File: src/rtl/avmm_decode_mux.sv
// Avalon-MM host-to-NUM_TARGETS decode mux: base/mask windows, one outstanding
// transaction, error completion for unmapped accesses. `AVMM_MUX_TIMEOUT_EN adds a stall abort.

module avmm_win_match #(
    parameter int                ADDR_W = 32,
    parameter logic [ADDR_W-1:0] BASE   = '0,
    parameter logic [ADDR_W-1:0] MASK   = '0
) (
    input  logic [ADDR_W-1:0] addr,
    output logic              hit
);
    assign hit = (addr & MASK) == BASE;
endmodule

module avmm_decode_mux #(
    parameter int                            NUM_TARGETS    = 4,
    parameter int                            ADDR_W         = 32,
    parameter int                            DATA_W         = 32,
    parameter logic [NUM_TARGETS*ADDR_W-1:0] TGT_BASE       = '0,
    parameter logic [NUM_TARGETS*ADDR_W-1:0] TGT_MASK       = '0,
    parameter int                            TIMEOUT_CYCLES = 1023,
    parameter logic [DATA_W-1:0]             ERR_RDATA      = DATA_W'(32'hDEAD_DEAD)
) (
    input  logic                          clk,
    input  logic                          rstn,
    input  logic [ADDR_W-1:0]             s_address,
    input  logic                          s_read,
    input  logic                          s_write,
    input  logic [DATA_W-1:0]             s_writedata,
    input  logic [DATA_W/8-1:0]           s_byteenable,
    output logic [DATA_W-1:0]             s_readdata,
    output logic                          s_readdatavalid,
    output logic                          s_waitrequest,
    output logic                          s_error,
    output logic [ADDR_W-1:0]             m_address,
    output logic [DATA_W-1:0]             m_writedata,
    output logic [DATA_W/8-1:0]           m_byteenable,
    output logic [NUM_TARGETS-1:0]        m_read,
    output logic [NUM_TARGETS-1:0]        m_write,
    input  logic [NUM_TARGETS*DATA_W-1:0] m_readdata,
    input  logic [NUM_TARGETS-1:0]        m_readdatavalid,
    input  logic [NUM_TARGETS-1:0]        m_waitrequest
);
    localparam int SEL_W = (NUM_TARGETS > 1) ? $clog2(NUM_TARGETS) : 1;

    typedef enum logic [1:0] {IDLE, FWD, RDW, ERR} state_t;

    state_t                               state_q, state_d;
    logic   [SEL_W-1:0]                   sel_q, hit_idx;
    logic                                 op_wr_q, hit_any, req;
    logic   [NUM_TARGETS-1:0]             hit;
    logic   [NUM_TARGETS-1:0][DATA_W-1:0] m_rd_v;
    logic                                 tmo, tmo_pre, err_wr, err_rd;

    if (NUM_TARGETS < 1 || NUM_TARGETS > 16 || TIMEOUT_CYCLES < 2) begin : g_param_chk
        $error("avmm_decode_mux: NUM_TARGETS must be 1..16 and TIMEOUT_CYCLES >= 2");
    end

    assign m_address    = s_address;
    assign m_writedata  = s_writedata;
    assign m_byteenable = s_byteenable;
    assign m_rd_v       = m_readdata;
    assign req          = s_read | s_write;

    for (genvar i = 0; i < NUM_TARGETS; i++) begin : g_win
        avmm_win_match #(
            .ADDR_W (ADDR_W),
            .BASE   (TGT_BASE[i*ADDR_W +: ADDR_W]),
            .MASK   (TGT_MASK[i*ADDR_W +: ADDR_W])
        ) u_win (
            .addr (s_address),
            .hit  (hit[i])
        );
    end

    // Scan high to low so the lowest matching window is the one left standing.
    always_comb begin
        hit_any = 1'b0;
        hit_idx = '0;
        for (int i = NUM_TARGETS - 1; i >= 0; i--) begin
            if (hit[i]) begin
                hit_any = 1'b1;
                hit_idx = SEL_W'(i);
            end
        end
    end

`ifdef AVMM_MUX_TIMEOUT_EN
    localparam int CNT_W = $clog2(TIMEOUT_CYCLES + 1);
    logic [CNT_W-1:0] tmo_cnt;

    // Clears on every state change, so both FWD and RDW start counting from zero.
    always_ff @(posedge clk or negedge rstn) begin
        if (!rstn)
            tmo_cnt <= '0;
        else if ((state_q != FWD && state_q != RDW) || state_d != state_q)
            tmo_cnt <= '0;
        else
            tmo_cnt <= tmo_cnt + CNT_W'(1);
    end

    assign tmo     = tmo_cnt == CNT_W'(TIMEOUT_CYCLES);
    assign tmo_pre = tmo_cnt == CNT_W'(TIMEOUT_CYCLES - 1);
`else
    assign tmo     = 1'b0;
    assign tmo_pre = 1'b0;
`endif

    always_comb begin
        state_d       = state_q;
        s_waitrequest = 1'b1;
        m_read        = '0;
        m_write       = '0;
        err_wr        = 1'b0;
        err_rd        = 1'b0;
        case (state_q)
            IDLE: begin
                if (req) begin
                    state_d = hit_any ? FWD : ERR;
                    err_wr  = !hit_any && s_write;
                end
            end
            FWD: begin
                if (tmo) begin
                    s_waitrequest = 1'b0;
                    err_rd        = !op_wr_q;
                    state_d       = IDLE;
                end else begin
                    m_write[sel_q] = op_wr_q;
                    m_read[sel_q]  = !op_wr_q;
                    s_waitrequest  = m_waitrequest[sel_q];
                    // Write abort error must already be registered when the abort cycle arrives.
                    err_wr         = op_wr_q && tmo_pre && m_waitrequest[sel_q];
                    if (!m_waitrequest[sel_q])
                        state_d = op_wr_q ? IDLE : RDW;
                end
            end
            RDW: begin
                if (m_readdatavalid[sel_q])
                    state_d = IDLE;
                else if (tmo) begin
                    err_rd  = 1'b1;
                    state_d = IDLE;
                end
            end
            ERR: begin
                s_waitrequest = 1'b0;
                err_rd        = !op_wr_q;
                state_d       = IDLE;
            end
            default: state_d = IDLE;
        endcase
    end

    always_ff @(posedge clk or negedge rstn) begin
        if (!rstn) begin
            state_q         <= IDLE;
            sel_q           <= '0;
            op_wr_q         <= 1'b0;
            s_readdata      <= '0;
            s_readdatavalid <= 1'b0;
            s_error         <= 1'b0;
        end else begin
            state_q         <= state_d;
            s_readdatavalid <= 1'b0;
            s_error         <= 1'b0;
            if (state_q == IDLE && req) begin
                sel_q   <= hit_idx;
                op_wr_q <= s_write;
            end
            if (err_wr)
                s_error <= 1'b1;
            if (err_rd) begin
                s_readdata      <= ERR_RDATA;
                s_readdatavalid <= 1'b1;
                s_error         <= 1'b1;
            end else if (state_q == RDW && m_readdatavalid[sel_q]) begin
                s_readdata      <= m_rd_v[sel_q];
                s_readdatavalid <= 1'b1;
            end
        end
    end
endmodule

File: config.mk
export PLATFORM = sky130hd
export DESIGN_NAME = avmm_decode_mux
export DESIGN_NICKNAME = d
export VERILOG_FILES = /design/src/rtl/avmm_decode_mux.sv
export SDC_FILE = /design/constraint.sdc
export NUM_CORES = 1
export LEC_CHECK = 0
export ABC_AREA = 1
export CORE_AREA = 10 10 115 117
export CTS_CLUSTER_SIZE = 25
export DETAILED_ROUTE_END_ITERATION = 8
export DIE_AREA = 0 0 125 127
export PLACE_DENSITY = 0.71
export RECOVER_POWER = 25
export SLEW_MARGIN = 20
export SYNTH_ARGS = -nofsm -noshare
export SYNTH_HDL_FRONTEND = slang
export SYNTH_SLANG_ARGS = --single-unit
File: constraint.sdc
create_clock -name clk -period 1.51 [get_ports clk]
set_input_delay 0.151 -clock clk [delete_from_list [all_inputs] [get_ports clk]]
set_output_delay 0.151 -clock clk [all_outputs]
set_load 0.005 [all_outputs]
==> reports/results.md, run 1 <==
| Step | Parameter | Value |
|:---|:---|:---|
| status | Status | completed |
| critical path | Register-to-Register Setup Slack | 0.08 ns |
| critical path | Critical Path Start Type | flop |
| synthesis | Largest family of logic cells by synthesized area | buffers and inverters |
| job | Max-capacitance violation count | 0 |
| global route | Maximum number of pins on one net before global-route repair | 37 |
| synthesis | Dominant cells by area after synthesis | dfrtp_1, buf_4, nand2_1 |
| critical path | Launch instance of the worst register-to-register path | state_q[1] |
| critical path | Worst reg2reg path endpoint | s_readdata[14] |
| synthesis | Area leader, netlist | dfrtp_1 |
| cts | Clock tree root buffer cell | clkbuf_16 |
| finish | Number of non-filler instances in the completed layout | 441 |
| timing | Final Max Slew Viols | 0 |
| finish | Share of post-route cells with drive strength above 1 | 0.0906 |
| cts | Maximum count of clock buffers along a single path | 2 |
| route | Via count | 1,722 |
| power and ir drop | Total power draw | 5.20 mW |
| global route | Overall global routing resource usage | 0.0768 |
| die | Count of standard-cell rows | 39 |
| timing | Fraction of the cycle the final worst path needs | 0.950 |
| global route | Number of global-route vias before repair | 1,863 |
| timing | Final worst-path setup slack | 0.0756 ns |
| timing | Final Hold Vio Count | 0 |
| critical path | Largest fanout on the critical path | 23 |
| finish | Footprint of the multi-input gates | 614 sq um |
| timing | Post-route worst hold slack | 0.302 ns |
| timing | Time the final worst path needs with I/O delays and setup | 1.43 ns |
| route | Remaining number of nets flagged by the antenna check after routing | 0 |
| placed design | Final weighted congestion in routability-driven placement | 0.709 |
| finish | Synthesis-to-finish area growth | 26.7% |
| min path | Worst Hold Depth | 0 |
| synthesis | Average footprint of a synthesized cell | 7.90 sq um |
| cts | Total number of clock tree sinks | 37 |
| critical path | Launching element of the worst setup path | state_q[1] |
| synthesis | Share of synthesized area occupied by flip-flops and latches | 0.408 |
| finish | # nets final | 505 |
| synthesis | Share of synthesized cell area in full adder, half adder and majority cells | 0 |
| synthesis | Synth Area in Simple Gates | 0.256 |
| die | Die X-Extent | 125 um |
| cts | H-Tree Depth | 2 |
| power and ir drop | Worst VDD drop | 0.636 mV |
| finish | Leading cell type in the layout, fill and taps excluded | nand2_1 |
| route | DRC violation count after routing | 0 |
| synthesis | Synthesized cell area | 2270 sq um |
| synthesis | Ys Warns | 0 |
| cts | Clock buffer count from CTS | 5 |
| synthesis | Share of synthesized flip-flops with an asynchronous set or reset | 1.00 |
| synthesis | Number of enable flip-flop cells after synthesis | 0 |
| synthesis | Primary FF master, synth | dfrtp_1 |
| finish | Fill count | 1,223 |
| finish | Number of antenna repair diodes | 0 |
| placed design | Inst Count DP | 429 |
| critical path | Critical Path AT | 1.60 ns |
| critical path | Worst setup endpoint | s_readdata[14] |
| route | Detailed Route WL | 6190 um |
| global route | First-pass GRT wire length | 9950 um |
| critical path | Type of the worst setup path | reg2reg |
| timing | Fmax | 697 MHz |
| timing | Sum of negative setup slack | 0 ns |
| finish | Commonest cells after routing, fill and taps aside | nand2_1, clkdlybuf4s50_1, dfrtp_1 |
| cts | TritonCTS clock tree | yes |
| die | Placeable core area | 11,100 sq um |
| critical path | Worst R2R Path Depth | 8 |
| cts | Insertion delay to the later sink of the worst-skew pair | 0.27 ns |
| synthesis | Post-synthesis mux area share | 0 |
| global route | Number of antenna violations at the first check in global routing | 0 |
| route | Drt initial violations | 67 |
| synthesis | Parity-gate share of the synthesized area counting xor and xnor cells | 0 |
| finish | Sequential cell area | 927 sq um |
| synthesis | Synthesized netlist cell count | 287 |
| route | Routed WL per cell | 14.0 um |
| synthesis | Post-synth cell types | 18 |
| route | DR vias/cell | 3.90 |
| die | Ports | 319 |
| synthesis | Compound-Gate Fraction of Synth Area | 0.00552 |
| power and ir drop | Reported leakage power | 1.46 nW |
| power and ir drop | Ratio of total power to cell area | 1810 nW/um^2 |
| global route | Overflow after GRT | 0 |
| die | Overall die height | 127 um |
| placed design | Detailed placement HPWL | 4750 um |
| critical path | Req. time, crit path | 1.67 ns |
| cts | Clock transition at the registers of the reported paths | 0.06 ns |
| placed design | Number of I/O port buffers | 74 |
| route | Number of iterations in the first detailed-routing pass | 4 |
| synthesis | Flip-flop and latch count after synthesis | 37 |
| timing | Worst clock skew on the final layout | 0.00358 ns |
| die | Total Die Area | 15,900 sq um |
| timing | Setup violation total in the final timing report | 0 |
| critical path | Crit. End Element | flop |
| synthesis | Yosys top cell area share | 0.408 |
| die | Initial Util | 0.204 |
| placed design | Placement-stage worst setup slack | 0.0550 ns |
| min path | Worst Hold Class | in2out |
| timing | Setup repair after global routing missed its margin | no |
-- flip-flops by register name (all words and copies together), names as in the netlist --
name / flops
op_wr_q: 1
s_error: 1
s_readdata: 32
s_readdatavalid: 1
state_q: 2
-- Yosys cell counts (2+ instances only) --
| cell | count |
|---|---|
| buf_2 | 8 |
| buf_4 | 76 |
| buf_6 | 2 |
| clkbuf_1 | 3 |
| dfrtp_1 | 37 |
| inv_1 | 26 |
| nand2_1 | 81 |
| nand3_1 | 34 |
| nand3_2 | 2 |
| nand4_1 | 10 |
-- worst min-delay path by stage --
stage	startpoint	end	slack, ns
global placement	rstn	s_readdata[31]	0.14
global route	s_writedata[23]	m_writedata[23]	0.30
floorplan	rstn	op_wr_q	-0.14
CTS	s_address[10]	m_address[10]	0.30
finish	s_address[0]	m_address[0]	0.30
detailed placement	rstn	s_readdata[2]	0.15
-- critical path: stages, from the launching register on --
cell and delay [ns]:
dfrtp_1 0.38, buf_4 0.15, buf_4 0.13, buf_4 0.18, nand3_2 0.11, nand2_2 0.07, buf_12 0.15, nand2_1 0.08
nand2_1 0.05
-- per-layer routing --
layer,vias up,GRT usage,wire (um)
li1,824,-,-
met1,782,0.0754,2410
met2,83,0.122,2660
met3,33,0.0529,901
met4,0,0.0379,213
met5,-,0,0
-- stage by stage --
| step | cell area, sq um | utilization |
|---|---|---|
| after CTS | 2870 | 0.258 |
| final | 2870 | 0.258 |
| after detailed placement | 2660 | 0.239 |
| after global routing | 2870 | 0.258 |
| after floorplan | 2290 | - |
| after global placement | 2660 | 0.239 |
-- kinds of logic after synthesis --
kind of cell           count (synthesis)
AOI/OAI and AO/OA                      2
other                                  1
DFF                                   37
buffers and inverters                116
and+or+nand+nor                      131
-- cell type report --
cell class / count / share of cell area
repair buffers: 87 / 0.304
well taps: 143 / 0.0623
clock inverters: 2 / 0.0131
flip-flops and latches: 37 / 0.323
inverters: 27 / 0.0353
clock buffers: 6 / 0.0484
multi-input cells: 139 / 0.214
-- power breakdown --
part | total [mW] | internal [mW] | switching (mW)
Clock | 1.23 | 0.824 | 0.405
Sequential | 1.73 | 1.46 | 0.268
Combinational | 2.24 | 1.29 | 0.951
Total | 5.20 | 3.57 | 1.62
-- repair_timing --
item / in CTS / in global routing
gates resized for setup: 5 / 1
hold buffers: 1 / 0
cloned: 0 / 0
hold endpoints to repair: 18 / 0
setup endpoints to repair: 3 / 20
setup buffers: 3 / 0
Power figures use the tool's default switching activity.
==> run 2, diff against run 1 <==
Settings changed: ABC_CLOCK_PERIOD_IN_PS set to 1510.
==> results of run 2 <==
Same layout as run 1: the final DEF is identical, and so are final timing and power.
